**src/rtl/cmd_sched.sv**
```systemverilog
// cmd_sched: command scheduler between the UART command receiver and cmd_cfg.
// Host commands are buffered in a DEPTH-entry FIFO and offered to cmd_cfg one
// at a time over the cmd_rdy/clr_cmd_rdy handshake; each response is forwarded
// to the UART transmitter. EMER_LAND (0x07) and MTRS_OFF (0x08) flush the
// queue and become its only entry.
// Optional feature macro: CMD_SCHED_WDOG_EN -- link-silence watchdog that
// injects an internal EMER_LAND when the host goes quiet while armed.
module cmd_sched #(
  parameter int DEPTH    = 4,
  parameter bit FAST_SIM = 1'b1
) (
  input  logic                     clk,
  input  logic                     rst,
  input  logic                     in_rdy,
  input  logic [7:0]               in_cmd,
  input  logic [15:0]              in_data,
  output logic                     in_clr,
  output logic                     cmd_rdy,
  output logic [7:0]               cmd,
  output logic [15:0]              data,
  input  logic                     clr_cmd_rdy,
  input  logic [7:0]               resp_in,
  input  logic                     send_resp_in,
  input  logic                     tx_busy,
  output logic [7:0]               resp,
  output logic                     send_resp,
  output logic [$clog2(DEPTH):0]   q_cnt,
  output logic                     wdog_trip
);

  localparam int PW = $clog2(DEPTH);
  localparam int CW = PW + 1;

  localparam logic [7:0] OP_WDOG = 8'h05;
  localparam logic [7:0] OP_EMER = 8'h07;
  localparam logic [7:0] OP_MTRS = 8'h08;

  // inj marks a command generated inside the scheduler (watchdog EMER_LAND)
  typedef struct packed {
    logic        inj;
    logic [7:0]  cmd;
    logic [15:0] data;
  } entry_t;

  typedef enum logic [1:0] {S_IDLE, S_ISSUE, S_WAIT_RESP, S_FWD} state_t;

  state_t          r_state, w_next;
  entry_t          r_mem [DEPTH];
  logic [PW-1:0]   r_wr_ptr, r_rd_ptr;
  logic [CW-1:0]   r_cnt;
  entry_t          r_iss;
  logic [7:0]      r_resp;

  logic            w_full, w_empty, w_urgent, w_enq, w_pop, w_inject, w_flush;
  entry_t          w_wr_entry;

  assign w_full   = (r_cnt == CW'(DEPTH));
  assign w_empty  = (r_cnt == '0);
  assign w_urgent = (in_cmd == OP_EMER) || (in_cmd == OP_MTRS);
  // urgent host commands bypass the full check so a stalled queue never blocks them
  assign w_enq    = !rst && in_rdy && (w_urgent || !w_full);
  // an urgent command or a watchdog injection replaces the whole queue
  assign w_flush  = (w_enq && w_urgent) || w_inject;

  // Select what gets written: the host command, or the injected EMER_LAND
  always_comb begin
    // NOTE: every always_comb output gets a default first so no path leaves it unassigned (no latch).
    w_wr_entry = '{inj: 1'b0, cmd: in_cmd, data: in_data};
    if (w_inject) w_wr_entry = '{inj: 1'b1, cmd: OP_EMER, data: 16'h0000};
  end

  // FIFO pointers and occupancy
  always_ff @(posedge clk) begin
    // NOTE: sequential state uses non-blocking assignments so every register samples pre-edge values.
    if (rst) begin
      r_wr_ptr <= '0;
      r_rd_ptr <= '0;
      r_cnt    <= '0;
    end else if (w_flush) begin
      // a same-cycle pop has already moved the head into the issue register
      r_rd_ptr <= r_wr_ptr;
      r_wr_ptr <= r_wr_ptr + PW'(1);
      r_cnt    <= CW'(1);
    end else begin
      if (w_enq) r_wr_ptr <= r_wr_ptr + PW'(1);
      if (w_pop) r_rd_ptr <= r_rd_ptr + PW'(1);
      r_cnt <= r_cnt + CW'(w_enq) - CW'(w_pop);
    end
  end

  // FIFO storage
  always_ff @(posedge clk) begin
    // NOTE: storage is not reset; entries are only read behind a valid occupancy count.
    if (w_enq || w_inject) r_mem[r_wr_ptr] <= w_wr_entry;
  end

  // Dispatch state register
  always_ff @(posedge clk) begin
    if (rst) r_state <= S_IDLE;
    else     r_state <= w_next;
  end

  // Dispatch next-state and pop decision
  always_comb begin
    w_next = r_state;
    w_pop  = 1'b0;
    case (r_state)
      S_IDLE: begin
        if (!w_empty) begin
          w_pop  = 1'b1;
          w_next = S_ISSUE;
        end
      end
      S_ISSUE:     if (clr_cmd_rdy) w_next = S_WAIT_RESP;
      // responses to injected commands are swallowed, never forwarded
      S_WAIT_RESP: if (send_resp_in) w_next = r_iss.inj ? S_IDLE : S_FWD;
      S_FWD:       if (!tx_busy) w_next = S_IDLE;
      default:     w_next = S_IDLE;
    endcase
  end

  // Issue register and captured response
  always_ff @(posedge clk) begin
    if (rst) begin
      r_iss  <= '0;
      r_resp <= '0;
    end else begin
      if (w_pop) r_iss <= r_mem[r_rd_ptr];
      if (r_state == S_WAIT_RESP && send_resp_in && !r_iss.inj) r_resp <= resp_in;
    end
  end

`ifdef CMD_SCHED_WDOG_EN
  localparam int WDOG_W = FAST_SIM ? 9 : 26;

  logic [WDOG_W-1:0] r_wdog_cnt;
  logic              r_armed, r_trip;
  logic              w_leave_issue;

  assign w_leave_issue = (r_state == S_ISSUE) && clr_cmd_rdy;
  // host enqueue in the expiry cycle wins: counter clears, nothing injected
  assign w_inject      = r_armed && (&r_wdog_cnt) && !w_enq;

  // Watchdog arming, silence counter and sticky trip flag
  always_ff @(posedge clk) begin
    if (rst) begin
      r_wdog_cnt <= '0;
      r_armed    <= 1'b0;
      r_trip     <= 1'b0;
    end else begin
      if (w_leave_issue && r_iss.cmd == OP_WDOG)
        r_armed <= |r_iss.data[8:0];
      else if (w_leave_issue && (r_iss.cmd == OP_EMER || r_iss.cmd == OP_MTRS))
        r_armed <= 1'b0;
      if (w_inject) r_armed <= 1'b0;

      if (w_enq || !r_armed || w_inject) r_wdog_cnt <= '0;
      else                               r_wdog_cnt <= r_wdog_cnt + WDOG_W'(1);

      if (w_inject)   r_trip <= 1'b1;
      else if (w_enq) r_trip <= 1'b0;
    end
  end

  assign wdog_trip = r_trip;
`else
  logic w_unused_fast_sim;
  assign w_unused_fast_sim = FAST_SIM;
  assign w_inject          = 1'b0;
  assign wdog_trip         = 1'b0;
`endif

  assign in_clr    = w_enq;
  assign cmd_rdy   = (r_state == S_ISSUE);
  assign cmd       = cmd_rdy ? r_iss.cmd  : 8'h00;
  assign data      = cmd_rdy ? r_iss.data : 16'h0000;
  assign resp      = r_resp;
  assign send_resp = !rst && (r_state == S_FWD) && !tx_busy;
  assign q_cnt     = r_cnt;

endmodule
```
**config.mk**
```make
export PLATFORM = sky130hd
export DESIGN_NAME = cmd_sched
export DESIGN_NICKNAME = d
export VERILOG_FILES = /design/src/rtl/cmd_sched.sv
export SDC_FILE = /design/constraint.sdc
export NUM_CORES = 1
export LEC_CHECK = 0
export ABC_AREA = 0
export CORE_MARGIN = 8
export CORE_UTILIZATION = 48
export DETAILED_ROUTE_END_ITERATION = 16
export GPL_TIMING_DRIVEN = 0
export PLACE_DENSITY_LB_ADDON = 0.1
export SETUP_SLACK_MARGIN = 0.05
export SLEW_MARGIN = 20
export SYNTH_ARGS = -nofsm -noshare
export SYNTH_HDL_FRONTEND = slang
export SYNTH_SLANG_ARGS = --single-unit
```
**constraint.sdc**
```tcl
create_clock -name clk -period 9.7 [get_ports clk]
set_input_delay 2.91 -clock clk [delete_from_list [all_inputs] [get_ports clk]]
set_output_delay 2.91 -clock clk [all_outputs]
set_load 0.03 [all_outputs]
```
======== After elaboration in Yosys (flattened, before gate mapping) ========
Memories as Yosys holds them, arrays and structs flattened. A register that Yosys moved wholly into a read port is not among the register bits.
Index checks and enable logic that the tools add are counted.
storage, ports and cells
  bits in registers ....................... 18
  memory bits (writable) .................. 96
  bits of input ports ..................... 38
  word-level logic and storage cells ...... 58
  memories kept ........................... 1
memory list
  memory  words  width  rd ports  clocked after memory_dff  write ports  line  source
  r_mem   4      24     1         1                         1            48    entry_t r_mem [DEPTH];
operators by class
  $add $sub $neg .......................... 4
  eq/ne operators ......................... 10
  mux-type cells .......................... 17
  reductions and logical operators ........ 19
operators with widths
  cell                                                                     number
  2-bit two-way mux                                                        9
  16-bit two-way mux                                                       1
  8-bit by 3-bit == test with 1-bit output, second input constant          1
  8-bit by 4-bit == test with 1-bit output, second input constant          1
  8-bit two-way mux                                                        1
  2-bit case mux with 4 select lines                                       1
  1-bit logical AND                                                        7
  2-bit inequality test, second input constant                             3
  1-bit two-way mux                                                        5
  2-bit by 1-bit adder with 2-bit output, second input constant            2
  2-bit == test, second input constant                                     2
  1-bit zero test                                                          4
  4-bit AND reduction                                                      1
  2-bit nonzero test                                                       2
  3-bit by 1-bit adder with 3-bit output                                   1
  3-bit == test, second input constant                                     1
  3-bit zero test                                                          1
  3-bit by 1-bit subtractor with 3-bit output                              1
  2-bit by 1-bit == test with 1-bit output, second input constant          1
  2-bit zero test                                                          1
  1-bit logical OR                                                         2
  2-bit by 1-bit inequality test with 1-bit output, second input constant  1
  2-bit OR reduction                                                       1

======== Logic depth before layout (Yosys ltp) ========
  depth in word-level cells ............... 7
  mapped depth ............................ 13

======== Worst setup path before layout ========
No wires, ideal clock.
  path type ............................... input to output
  start point ............................. in in_cmd[1]
  end point ............................... out in_clr
  arrival time ............................ 4210 ps
  path slack .............................. 2580 ps
  cell stages on the path ................. 4
  path buffers ............................ 0
  path through ............................ or4b_4 a211oi_4 nor2_2 inv_1
between the ends
  cells in the longest elaborated chain, start to end .. 4
RTL lines
  what                                                                                                  line  source
  from (decl)                                                                                           15    input logic [7:0] in_cmd,
  8-bit by 3-bit == test with 1-bit output or 8-bit by 4-bit == test with 1-bit output (tied branches)  59    assign w_urgent = (in_cmd == OP_EMER) || (in_cmd == OP_MTRS);
  1-bit logical OR (*)                                                                                  59
  1-bit logical OR (*)                                                                                  61    assign w_enq = !rst && in_rdy && (w_urgent || !w_full);
  1-bit logical AND (*)                                                                                 61
  to (decl)                                                                                             17    output logic in_clr,
Mark *: on every way between the ends. The rest lies on a longest branch, timed or not.

======== Worst setup path after layout ========
  start point ............................. in in_cmd[0]
  end point ............................... out in_clr
Same word-level chain as after synthesis.

==> impl_metrics.csv <==
group,metric,value,unit
run_status,status,"completed",
floorplan,initial_core_util,0.494,
floorplan,floorplan.rows,38,
floorplan,dieArea,0.0149,mm2
place,dp.cells,584,
detailed_routing,routed_wl,11.3,mm
floorplan,die_h,122,um
synth,ys_types,36,
pwr,p_per_area,266,mW/mm2
pwr,p_leak,2.38,nW
cts,cts.hold.buffers_added,0,
grt,grtUsageTotal,0.157,
cts,htreeDepth,4,
finish,final_util,0.645,
worst_setup_path,r2r_slack,6580,ps
worst_setup_path,crit_path_start,"in_cmd[0]",
cts,clk_latency,500,ps
worst_setup_path,critPathRequiredTime,6790,ps
cts,cts_buffers,17,
detailed_routing,vias,3218,
sta,rsz0062_at_grt,"no",
synth,synth_top_flop_cell,"edfxtp_1",
cts,clockRootBuffer,"clkbuf_8",
synth,yosys_warnings,0,
synth,synth_area_per_cell,14.7,um2
finish,nNetsFinal,513,
detailed_routing,drtAntennaViolNets,0,
synth,synth.ff_latch_count,137,
cts,ctsResizeCount,0,
synth,synthesis.area,0.00538,mm2
finish,num-fill-cells,833,
cts,cts_setup_buffers,0,
worst_setup_path,end_kind,"output pin",
place,post_dp_cell_area,0.00643,mm2
worst_setup_path,path_class,"primary input to output pin",
sta,tightest_slew,859,ps
sta,finalHoldViolations,0,
place,dpl.hpwl,7.67,mm
cts,cts.path.max_buffers,2,
grt,grt_max_degree,21,
sta,setup_viol,0,
worst_hold_path,hold_depth,2,
synth,synthCells,367,
grt,grt_pass1_wl,17.6,mm
worst_setup_path,crit_path_max_fanout,10,
sta,layout_worst_path_cycle_share,0.878,
sta,skew,8.40,ps
floorplan,ios,77,
finish,area_delta_synth_final,30.4,%
grt,grt_pass1_vias,3339,
finish,design_area,0.00702,mm2
synth,ys_async_sr_fraction,0,
grt,antenna_found_initial,0,
worst_setup_path,r2r-start,"q_cnt[2]",
synth,ys_seq_area_frac,0.688,
floorplan,die_w,122,um
worst_hold_path,min_to,"r_iss[9]",
sta,maxSlewViolCount,0,
sta,fin_crit,8510,ps
detailed_routing,drt_pass1_iterations,4,
worst_setup_path,cp-start-kind,"primary input",
place,port_buffers,73,
worst_setup_path,worstRegToRegCells,11,
worst_hold_path,hp-class,"flip-flop to flip-flop",
detailed_routing,routedWlPerCell,18.3,um
place,place_congestion,0.731,
synth,synthesis.nets,417,
finish,drive_above_1_share,0.151,
sta,relSlewSlack,0.424,
finish,antenna_cells,0,
floorplan,core,0.0109,mm2
run,drv_cap,0,
finish,finalNonFillerCells,616,
worst_setup_path,r2r_end,"q_cnt[2]",
detailed_routing,drtIter0Drc,205,
pwr,ir_drop,0.137,mV
synth,synth-edff-count,96,
sta,fmaxAchievable,117,MHz
worst_hold_path,holdCritStartpoint,"r_iss[9]",
worst_setup_path,arrival,5600,ps
sta,hold_ws,448,ps
cts,clkTransAtPathRegs,60,ps
sta,finalSetupTns,0,ps
detailed_routing,via_per_inst,5.22,
detailed_routing,remaining_drc_errors,0,
cts,tritoncts,"done",
cts,cts.sinks,137,
grt,gr-total-overflow,0,
stage by stage:
step                      setup WS, ps  total power, mW
after floorplan                   2580             1.08
after global placement            1280             1.23
after detailed placement          1170             1.25
after CTS                         1170             1.89
after global routing              1040             1.96
final                             1190             1.87
cell usage in the layout (no fill, tap or decap), types with 2 or more instances in the layout:
master           count
and2_1              25
buf_2                3
clkbuf_1            17
clkbuf_16           16
nor2_1               8
inv_6                2
mux4_2              24
dfxtp_1             41
a211oi_1             2
buf_16               4
inv_4                2
a21oi_1             33
ha_1                11
nor2b_1              2
bufinv_16            3
nand3_1              8
nor3_1               5
nand2b_1             2
nor2b_4              4
inv_1                8
mux2i_1              2
edfxtp_1            96
clkdlybuf4s50_1     73
nand2_1             59
clkinv_4             4
registers in the layout, summed over array words and instances (netlist names):
name	cells
q_cnt	3
r_wr_ptr	2
r_iss	24
r_mem	96
resp	8
r_state	2
r_rd_ptr	2
synthesized netlist by cell type (all sizes together) (2+ instances only):
cell type,instances,area share
edfxtp,96,0.54
nand2,59,0.041
dfxtp,41,0.15
a21oi,33,0.031
and2,25,0.029
mux4,24,0.10
clkbuf,15,0.010
ha,11,0.026
inv,9,0.0063
nor2,9,0.0067
nand3,8,0.0074
nor2b,6,0.0070
buf,5,0.0049
nor3,5,0.0046
a211oi,3,0.0065
mux2i,2,0.0037
nand2b,2,0.0023
final cells by class:
| cell class | instances | area, um2 | share of cell area |
|---|---|---|---|
| Clock buffer | 19 | 422 | 0.0601 |
| Buffer | 20 | 82.6 | 0.0118 |
| Clock inverter | 13 | 168 | 0.0239 |
| Timing Repair Buffer | 77 | 841 | 0.120 |
| Tap cell | 140 | 175 | 0.0250 |
| Multi-Input combinational cell | 201 | 1590 | 0.227 |
| Inverter | 9 | 33.8 | 0.00481 |
| Sequential cell | 137 | 3700 | 0.528 |
power breakdown:
part / leakage [nW] / internal [mW] / total (mW) / switching [mW]
Sequential: 1.21 / 0.709 / 0.747 / 0.0379
Combinational: 0.887 / 0.207 / 0.490 / 0.282
Clock: 0.288 / 0.394 / 0.634 / 0.239
logic make-up after synthesis:
logic type,share of synthesized area
adder cells (fa/ha/maj),0.0293
multiplexers,0.104
flip-flops,0.688
other,0.000697
AND/OR/NAND/NOR,0.105
XOR/XNOR,0.00325
buffers and inverters,0.0216
AO/OA/AOI/OAI,0.0479
worst max-delay path by stage:
stage,endpoint,slack (ps),cells after the start
finish,in_clr,1190,6
global placement,in_clr,1280,6
detailed placement,in_clr,1170,6
global route,in_clr,1040,6
CTS,in_clr,1170,6
floorplan,in_clr,2580,4
worst max-delay path, cell delays in order:
cell             delay (ps)
clkdlybuf4s50_1         530
or4b_4                  590
a211oi_4                520
nor2_2                  250
inv_1                   130
clkdlybuf4s50_1         680
metal layers:
layer / up-vias / part of all wire / wire, um / global-route usage
li1: 1533 / - / - / -
met5: - / 0 / 0 / 0
met1: 1585 / 0.42 / 4710 / 0.188
met3: 9 / 0.065 / 737 / 0.0477
met4: 0 / 0.0072 / 81 / 0.0501
met2: 91 / 0.51 / 5750 / 0.266
No activity file was read; power rests on OpenSTA's default activity.
